File: src/rtl/multicycle_adder_sub.sv
// Sequential add/subtract unit: WIDTH-bit operands summed DIGIT bits per clock through a
// registered carry, driven by a START/DONE handshake.
module multicycle_adder_sub #(
  parameter int WIDTH = 8,
  parameter int DIGIT = 2
) (
  input  logic             CLK,
  input  logic             RST,
  input  logic             START,
  input  logic [WIDTH-1:0] A,
  input  logic [WIDTH-1:0] B,
  input  logic             CIN,
  input  logic             SUB,
  output logic             BUSY,
  output logic             DONE,
  output logic [WIDTH-1:0] SUM,
  output logic             COUT,
  output logic             OVF
);

  localparam int N     = WIDTH / DIGIT;
  localparam int CNT_W = (N > 1) ? $clog2(N) : 1;

  localparam logic [1:0] S_IDLE = 2'd0;
  localparam logic [1:0] S_RUN  = 2'd1;
  localparam logic [1:0] S_DONE = 2'd2;

  generate
    if (WIDTH < 2 || DIGIT < 1 || (WIDTH % DIGIT) != 0) begin : g_bad_params
      $error("multicycle_adder_sub: WIDTH must be >= 2 and a multiple of DIGIT");
    end
  endgenerate

  logic [1:0]       state_q, state_d;
  logic [CNT_W-1:0] cnt_q, cnt_d;
  logic             carry_q, carry_d;
  logic [WIDTH-1:0] a_q, a_d;
  logic [WIDTH-1:0] b_q, b_d;
  logic [WIDTH-1:0] sum_q, sum_d;
  logic             cout_q, cout_d;
  logic             ovf_q, ovf_d;

  logic [DIGIT-1:0] a_dig;
  logic [DIGIT-1:0] b_dig;
  logic [DIGIT:0]   dig_sum;
  logic             msb_cin;
  logic             last_step;

  // One digit slice of the adder; the carry into the digit's top bit is recovered as a^b^sum.
  always_comb begin
    a_dig = '0;
    b_dig = '0;
    for (int i = 0; i < N; i++) begin
      if (cnt_q == CNT_W'(i)) begin
        a_dig = a_q[i*DIGIT +: DIGIT];
        b_dig = b_q[i*DIGIT +: DIGIT];
      end
    end
    dig_sum   = {1'b0, a_dig} + {1'b0, b_dig} + {{DIGIT{1'b0}}, carry_q};
    msb_cin   = a_dig[DIGIT-1] ^ b_dig[DIGIT-1] ^ dig_sum[DIGIT-1];
    last_step = (cnt_q == CNT_W'(N - 1));
  end

  always_comb begin
    state_d = state_q;
    cnt_d   = cnt_q;
    carry_d = carry_q;
    a_d     = a_q;
    b_d     = b_q;
    sum_d   = sum_q;
    cout_d  = cout_q;
    ovf_d   = ovf_q;
    case (state_q)
      S_IDLE: begin
        // Subtraction is A + ~B + ~borrow, so COUT=1 means no borrow.
        if (START) begin
          a_d     = A;
          b_d     = SUB ? ~B : B;
          carry_d = SUB ? ~CIN : CIN;
          sum_d   = '0;
          cout_d  = 1'b0;
          ovf_d   = 1'b0;
          cnt_d   = '0;
          state_d = S_RUN;
        end
      end
      S_RUN: begin
        for (int i = 0; i < N; i++) begin
          if (cnt_q == CNT_W'(i)) begin
            sum_d[i*DIGIT +: DIGIT] = dig_sum[DIGIT-1:0];
          end
        end
        carry_d = dig_sum[DIGIT];
        cnt_d   = cnt_q + 1'b1;
        if (last_step) begin
          cout_d  = dig_sum[DIGIT];
          ovf_d   = msb_cin ^ dig_sum[DIGIT];
          cnt_d   = '0;
          state_d = S_DONE;
        end
      end
      S_DONE: begin
        state_d = S_IDLE;
      end
      default: begin
        state_d = S_IDLE;
      end
    endcase
  end

  always_ff @(posedge CLK) begin
    if (RST) begin
      state_q <= S_IDLE;
      cnt_q   <= '0;
      carry_q <= 1'b0;
      a_q     <= '0;
      b_q     <= '0;
      sum_q   <= '0;
      cout_q  <= 1'b0;
      ovf_q   <= 1'b0;
    end else begin
      state_q <= state_d;
      cnt_q   <= cnt_d;
      carry_q <= carry_d;
      a_q     <= a_d;
      b_q     <= b_d;
      sum_q   <= sum_d;
      cout_q  <= cout_d;
      ovf_q   <= ovf_d;
    end
  end

  assign BUSY = (state_q != S_IDLE);
  assign DONE = (state_q == S_DONE);
  assign SUM  = sum_q;
  assign COUT = cout_q;
  assign OVF  = ovf_q;

endmodule

File: config.mk
export PLATFORM = sky130hd
export DESIGN_NAME = multicycle_adder_sub
export DESIGN_NICKNAME = d
export VERILOG_FILES = /design/src/rtl/multicycle_adder_sub.sv
export SDC_FILE = /design/constraint.sdc
export NUM_CORES = 1
export LEC_CHECK = 0
export CORE_ASPECT_RATIO = 0.9
export CORE_UTILIZATION = 50
export DETAILED_ROUTE_END_ITERATION = 10
export PLACE_DENSITY_LB_ADDON = 0.08
export SETUP_SLACK_MARGIN = 0.05
export SLEW_MARGIN = 20
export SYNTH_ARGS = -nofsm -noshare
export SYNTH_HDL_FRONTEND = slang
export SYNTH_SLANG_ARGS = --single-unit
File: constraint.sdc
create_clock -name CLK -period 3.17 [get_ports CLK]
set_clock_uncertainty 0.05 [all_clocks]
set_input_delay 0.4755 -clock CLK [delete_from_list [all_inputs] [get_ports CLK]]
set_output_delay 0.4755 -clock CLK [all_outputs]
set_load 0.02 [all_outputs]
==> metrics.yaml, run 1 <==
critical_path:
  worst_ep_arrival_time_ns: 2.98
  crit_path_frequent_cell: "fa_1"
  crit_path_top_delay_cell: "fa_1"
  slowest_delay_ns: 0.60
  endpoint_kind: "flop"
  critPathKind: "reg -> reg"
  crit_cells: 8
  r2r_cells: 8
  cp.required_ns: 3.32
  path_buf_inv: 0
  path_max_fanout: 14
  crit_path_start_kind: "flop"
  critPathTopFamily: "adder cells"
  path_cells: "ha_1, a21oi_1, a22o_1, fa_1, fa_1, xor2_1, xnor2_1, o31ai_1"
global_routing:
  gr-usage-all-layers: 0.229
  antenna_found_initial: 0
  grt_pass1_vias: 1229
  grt_pass1_wl_um: 5440
  grt_max_degree: 24
  grt.overflow.total: 0
layout:
  syn_to_final_growth_pct: 24.2
  nets: 236
  nFillCells: 250
  drive_gt1_frac: 0.0721
  final_common_cell: "clkdlybuf4s50_1"
  final_cell_mix: "32 x clkdlybuf4s50_1, 31 x dfxtp_1, 27 x a21oi_1"
  postLayoutCellArea_mm2: 0.00190
  n_antenna_cell: 0
  final_core_util: 0.676
  final_cells: 248
timing:
  slew_violations: 0
  rsz0062_at_grt: "no"
  worst_slew_pin_slew_ns: 0.794
  max_slew_margin: 0.471
  setup-tns-final_ns: 0
  final_hold_viol_count: 0
  timing.hold.ws_ns: 0.416
  post-route-period-util: 0.892
  setup_violations: 0
  max_freq_mhz: 354
  final.min_clock_period_ns: 2.83
clocking:
  cts_tree: "done"
  cts.sinks: 31
  cts_setup_buffers: 0
  cts_root_buf: "clkbuf_4"
  clock_latency_ns: 0.33
  cts_hold_buf: 0
  clk_path_buf_depth: 2
  clk_pin_slew_ns: 0.10
  cts_made_buffers: 5
  htreeDepth: 2
logic_synthesis:
  synth_top_area_share: 0.405
  synth_ff_type: "dfxtp_1"
  ys_ff_latch: 31
  syn_inst: 182
  ys_async_sr_fraction: 0
  avgSynthCellArea_um2: 8.41
  syn_area_mm2: 0.00153
  ys.warnings.count: 0
  synth-edff-count: 0
  yosysSeqAreaShare: 0.405
  synth.distinct_cells: 29
  synth.largest_area_cell: "dfxtp_1"
  syn-num-nets: 210
  synth.area.top_cells: "dfxtp_1 41%, a21oi_1 8.8%, nand3_1 5.9%"
worst_hold_path:
  hold_depth: 2
  hp-class: "reg -> reg"
die:
  core_mm2: 0.00282
  start_util: 0.544
  die-area_mm2: 0.00329
  die_h_um: 54.5
  num_io_pins: 33
  rows: 18
  die_w_um: 60.3
routing:
  wl_um: 3190
  antenna_left: 0
  drtPass1Iterations: 4
  drtIter0Drc: 39
  wl_per_cell_um: 12.9
  drc_errors: 0
  dr_total_vias: 1316
  via_per_inst: 5.31
pwr:
  p_leak_nw: 0.677
  power.density_mw_per_mm2: 436
  irDropWorstVdd_mv: 0.264
placement:
  placed_cell_area_mm2: 0.00184
  place_inst: 241
  portBuffers: 32
  place_congestion: 0.838
  hpwl_um: 2350
flow_run:
  cap_violations: 0
status:
  status: "complete, no violations"
-- report_power, final --
part / leakage, nW / total, mW / internal, mW / switching, mW
sequential: 0.254 / 0.426 / 0.411 / 0.0152
clock: 0.0341 / 0.233 / 0.103 / 0.130
combinational: 0.390 / 0.171 / 0.0825 / 0.0889
total: 0.677 / 0.830 / 0.596 / 0.234
-- tightest hold or removal path, cell delays in order, from the launching register on --
cell and delay, ns:
dfxtp_1 0.32, nand2_1 0.05, a21oi_1 0.05
-- state kept, by name (all words and copies together), names as in the netlist --
name,count
COUT,1
OVF,1
SUM,8
a_q,8
b_q,8
carry_q,1
cnt_q,2
state_q,2
-- Yosys cell counts (2+ instances only) --
master    count
dfxtp_1      31
a21oi_1      27
nand2_1      21
nand3_1      18
nor2_1       11
buf_2         7
xnor2_1       7
a211oi_1      6
clkbuf_1      6
inv_1         6
ha_1          5
nand3b_1      5
a22o_1        4
o21ai_0       4
xor2_1        4
nor2b_1       3
a211oi_2      2
a22oi_1       2
fa_1          2
o31ai_1       2
-- routing by layer --
metal	wire, um	global-route usage	vias up
met5	0	0	-
met4	42	0.0969	0
met3	184	0.0733	5
met2	1510	0.353	32
met1	1460	0.295	603
li1	-	-	676
-- through the flow --
| stage | power (mW) | setup slack (ns) |
|---|---|---|
| global route | 0.883 | 0.0814 |
| CTS | 0.838 | 0.265 |
| detailed placement | 0.605 | 0.292 |
| global placement | 0.600 | 0.390 |
| finish | 0.830 | 0.341 |
| floorplan | 0.552 | 0.441 |
-- logic make-up after synthesis --
kind of cell    share of synthesized area
xor+xnor                           0.0629
flops                               0.405
buf+inv                            0.0645
compound gates                      0.194
fa+ha+maj                          0.0670
simple gates                        0.206
-- cell type report --
class	instances	area, um^2	area share
Multi-Input combinational cell	130	817	0.430
Sequential cell	31	621	0.326
Timing Repair Buffer	34	335	0.176
Clock buffer	6	51.3	0.0270
Tap cell	40	50.0	0.0263
Inverter	6	22.5	0.0118
Clock inverter	1	5.00	0.00263
-- final timing paths --
check / slack, ns / end / start
hold / removal: 0.42 / a_q[5]$_SDFFE_PP0P_ / a_q[5]$_SDFFE_PP0P_
hold reg to reg: 0.42 / a_q[5]$_SDFFE_PP0P_ / a_q[5]$_SDFFE_PP0P_
setup / recovery: 0.34 / OVF$_SDFFE_PP0P_ / cnt_q[0]$_SDFFE_PP0P_
setup reg to reg: 0.34 / OVF$_SDFFE_PP0P_ / cnt_q[0]$_SDFFE_PP0P_
-- what timing repair did --
item,4_1_cts,5_1_grt
endpoints found under the setup margin,0,1
gates resized for setup,0,2
hold endpoints to repair,0,0
Note: power is estimated with default switching activity, not from simulation.
==> run 2: changes to the inputs <==
--- a/config.mk
+++ b/config.mk
@@ -9,6 +9,7 @@
 export CORE_UTILIZATION = 50
 export DETAILED_ROUTE_END_ITERATION = 10
 export PLACE_DENSITY_LB_ADDON = 0.08
+export REMOVE_ABC_BUFFERS = 1
 export SETUP_SLACK_MARGIN = 0.05
 export SLEW_MARGIN = 20
 export SYNTH_ARGS = -nofsm -noshare
==> run 2 against run 1 <==
  * Fmax down 1.3%
  * Clock power down 2%
  * First-iteration DRC count down 38%
  * Count of clock-buffer cells in the layout down 1
  * Global-route usage down 0.19 points
  * Non-clock buffer count unchanged
  * Sequential share of layout area about the same
  * Sequential power about the same
  * Wire length down 1.2%
  * Critical endpoint unchanged
==> metrics.yaml, run 2 (synthesized netlist as in run 1, its figures left out) <==
status:
  status: "complete, no violations"
critical_path:
  worst_ep_arrival_time_ns: 3.07  # +0.09 ns
  crit_path_start_kind: "flop"
  path_max_fanout: 11  # -3
  endpoint_kind: "flop"
  cp.required_ns: 3.37  # +0.05 ns
  critPathKind: "reg -> reg"
clocking:
  cts-resized-gates: 0  # unchanged
  cts_made_buffers: 5  # unchanged
  cts_tree: "done"
  clk_pin_slew_ns: 0.11  # about the same
  clock_latency_ns: 0.33  # about the same
  cts_setup_buffers: 0  # unchanged
  cts_root_buf: "clkbuf_4"
  htreeDepth: 2  # unchanged
  cts.sinks: 31  # unchanged
  cts_hold_buf: 0  # unchanged
  clk_path_buf_depth: 2  # unchanged
die:
  start_util: 0.544  # unchanged
  die_h_um: 54.5  # unchanged
  die-area_mm2: 0.00329  # unchanged
  core_mm2: 0.00282  # unchanged
  die_w_um: 60.3  # unchanged
  rows: 18  # unchanged
  num_io_pins: 33  # unchanged
flow_run:
  cap_violations: 0  # unchanged
layout:
  final_cell_mix: "32 x clkdlybuf4s50_1, 31 x dfxtp_1, 27 x a21oi_1"
  drive_gt1_frac: 0.0718  # -0.000345
  final_core_util: 0.675  # about the same
  final_cells: 249  # +0.40%
  seq_area_um2: 621  # unchanged
  multi_input_area_um2: 815  # -0.31%
  syn_to_final_growth_pct: 24.1  # about the same
  postLayoutCellArea_mm2: 0.00190  # about the same
  final_common_cell: "clkdlybuf4s50_1"
  n_antenna_cell: 0  # unchanged
  nFillCells: 250  # unchanged
  nets: 236  # unchanged
routing:
  wl_um: 3160  # -1.2%
  via_per_inst: 5.16  # -2.8%
  antenna_left: 0  # unchanged
  dr_total_vias: 1284  # -2.4%
  drtIter0Drc: 24  # -38%
  wl_per_cell_um: 12.7  # -1.6%
  drtPass1Iterations: 4  # unchanged
  drc_errors: 0  # unchanged
timing:
  max_slew_margin: 0.454  # -0.0168
  setup_ws_ns: 0.305  # -0.0369 ns
  final.min_clock_period_ns: 2.87  # +0.0369 ns
  max_freq_mhz: 349  # -1.3%
  final_hold_viol_count: 0  # unchanged
  setup_violations: 0  # unchanged
  worst_slew_pin_slew_ns: 0.817  # +0.0235 ns
  setup-tns-final_ns: 0  # unchanged
  timing.hold.ws_ns: 0.418  # +0.00184 ns
  post-route-period-util: 0.904  # +0.0116
  rsz0062_at_grt: "no"
  slew_violations: 0  # unchanged
global_routing:
  grt_max_degree: 24  # unchanged
  gr-usage-all-layers: 0.228  # -0.00191
  grt_pass1_wl_um: 5280  # -2.9%
  antenna_found_initial: 0  # unchanged
  grt_pass1_vias: 1217  # -0.98%
  grt.overflow.total: 0  # unchanged
placement:
  place_congestion: 0.832  # -0.80%
  pre_cts_slack_ns: 0.330  # +0.0377 ns
  placed_cell_area_mm2: 0.00184  # unchanged
  hpwl_um: 2320  # -1.1%
  portBuffers: 32  # unchanged
  place_inst: 241  # unchanged
pwr:
  power.density_mw_per_mm2: 433  # -0.77%
  irDropWorstVdd_mv: 0.285  # +8.0%
  p_leak_nw: 0.672  # -0.85%
  p_total_mw: 0.823  # -0.84%
worst_hold_path:
  hp-class: "reg -> reg"
[run 2: changes by cell type in the layout (fill, tap and decap cells not counted), sizes merged]
cell,delta
clkinvlp,+2
clkbuf,-1
[run 2: cell type report]
cell class / count / share of cell area
clock buffers: 5 / 0.0197
inverters: 6 / 0.0118
multi-input cells: 130 / 0.429
well taps: 40 / 0.0263
flip-flops and latches: 31 / 0.327
clock inverters: 3 / 0.0105
repair buffers: 34 / 0.176
[run 2: critical path, stage by stage, from the launching register on]
cell and delay [ns]:
dfxtp_1 0.37, inv_1 0.08, ha_1 0.31, a21oi_1 0.18, o21ai_0 0.11, a22o_1 0.23, fa_1 0.38, fa_1 0.60
xor2_1 0.20, xnor2_1 0.08, o31ai_1 0.19
[run 2: final timing paths]
| path | startpoint | end | slack (ns) | depth (start not counted) |
|---|---|---|---|---|
| worst max-delay path | cnt_q[1]$_SDFFE_PP0P_ | OVF$_SDFFE_PP0P_ | 0.30 | 10 |
| worst min-delay path | a_q[5]$_SDFFE_PP0P_ | a_q[5]$_SDFFE_PP0P_ | 0.42 | 2 |
| worst max register to register | cnt_q[1]$_SDFFE_PP0P_ | OVF$_SDFFE_PP0P_ | 0.30 | 10 |
| worst min register to register | a_q[5]$_SDFFE_PP0P_ | a_q[5]$_SDFFE_PP0P_ | 0.42 | 2 |
[run 2: layer usage]
metal	wire (um)	global-route usage	part of all wire	vias up
li1	-	-	-	675
met1	1530	0.262	0.48	582
met2	1480	0.386	0.47	23
met3	113	0.0851	0.036	4
met4	32	0.0814	0.010	0
met5	0	0	0	-
[run 2: power breakdown]
part           total (mW)  switching [mW]  internal (mW)
clock               0.228           0.143         0.0845
combinational       0.169          0.0870         0.0816
sequential          0.427          0.0158          0.411
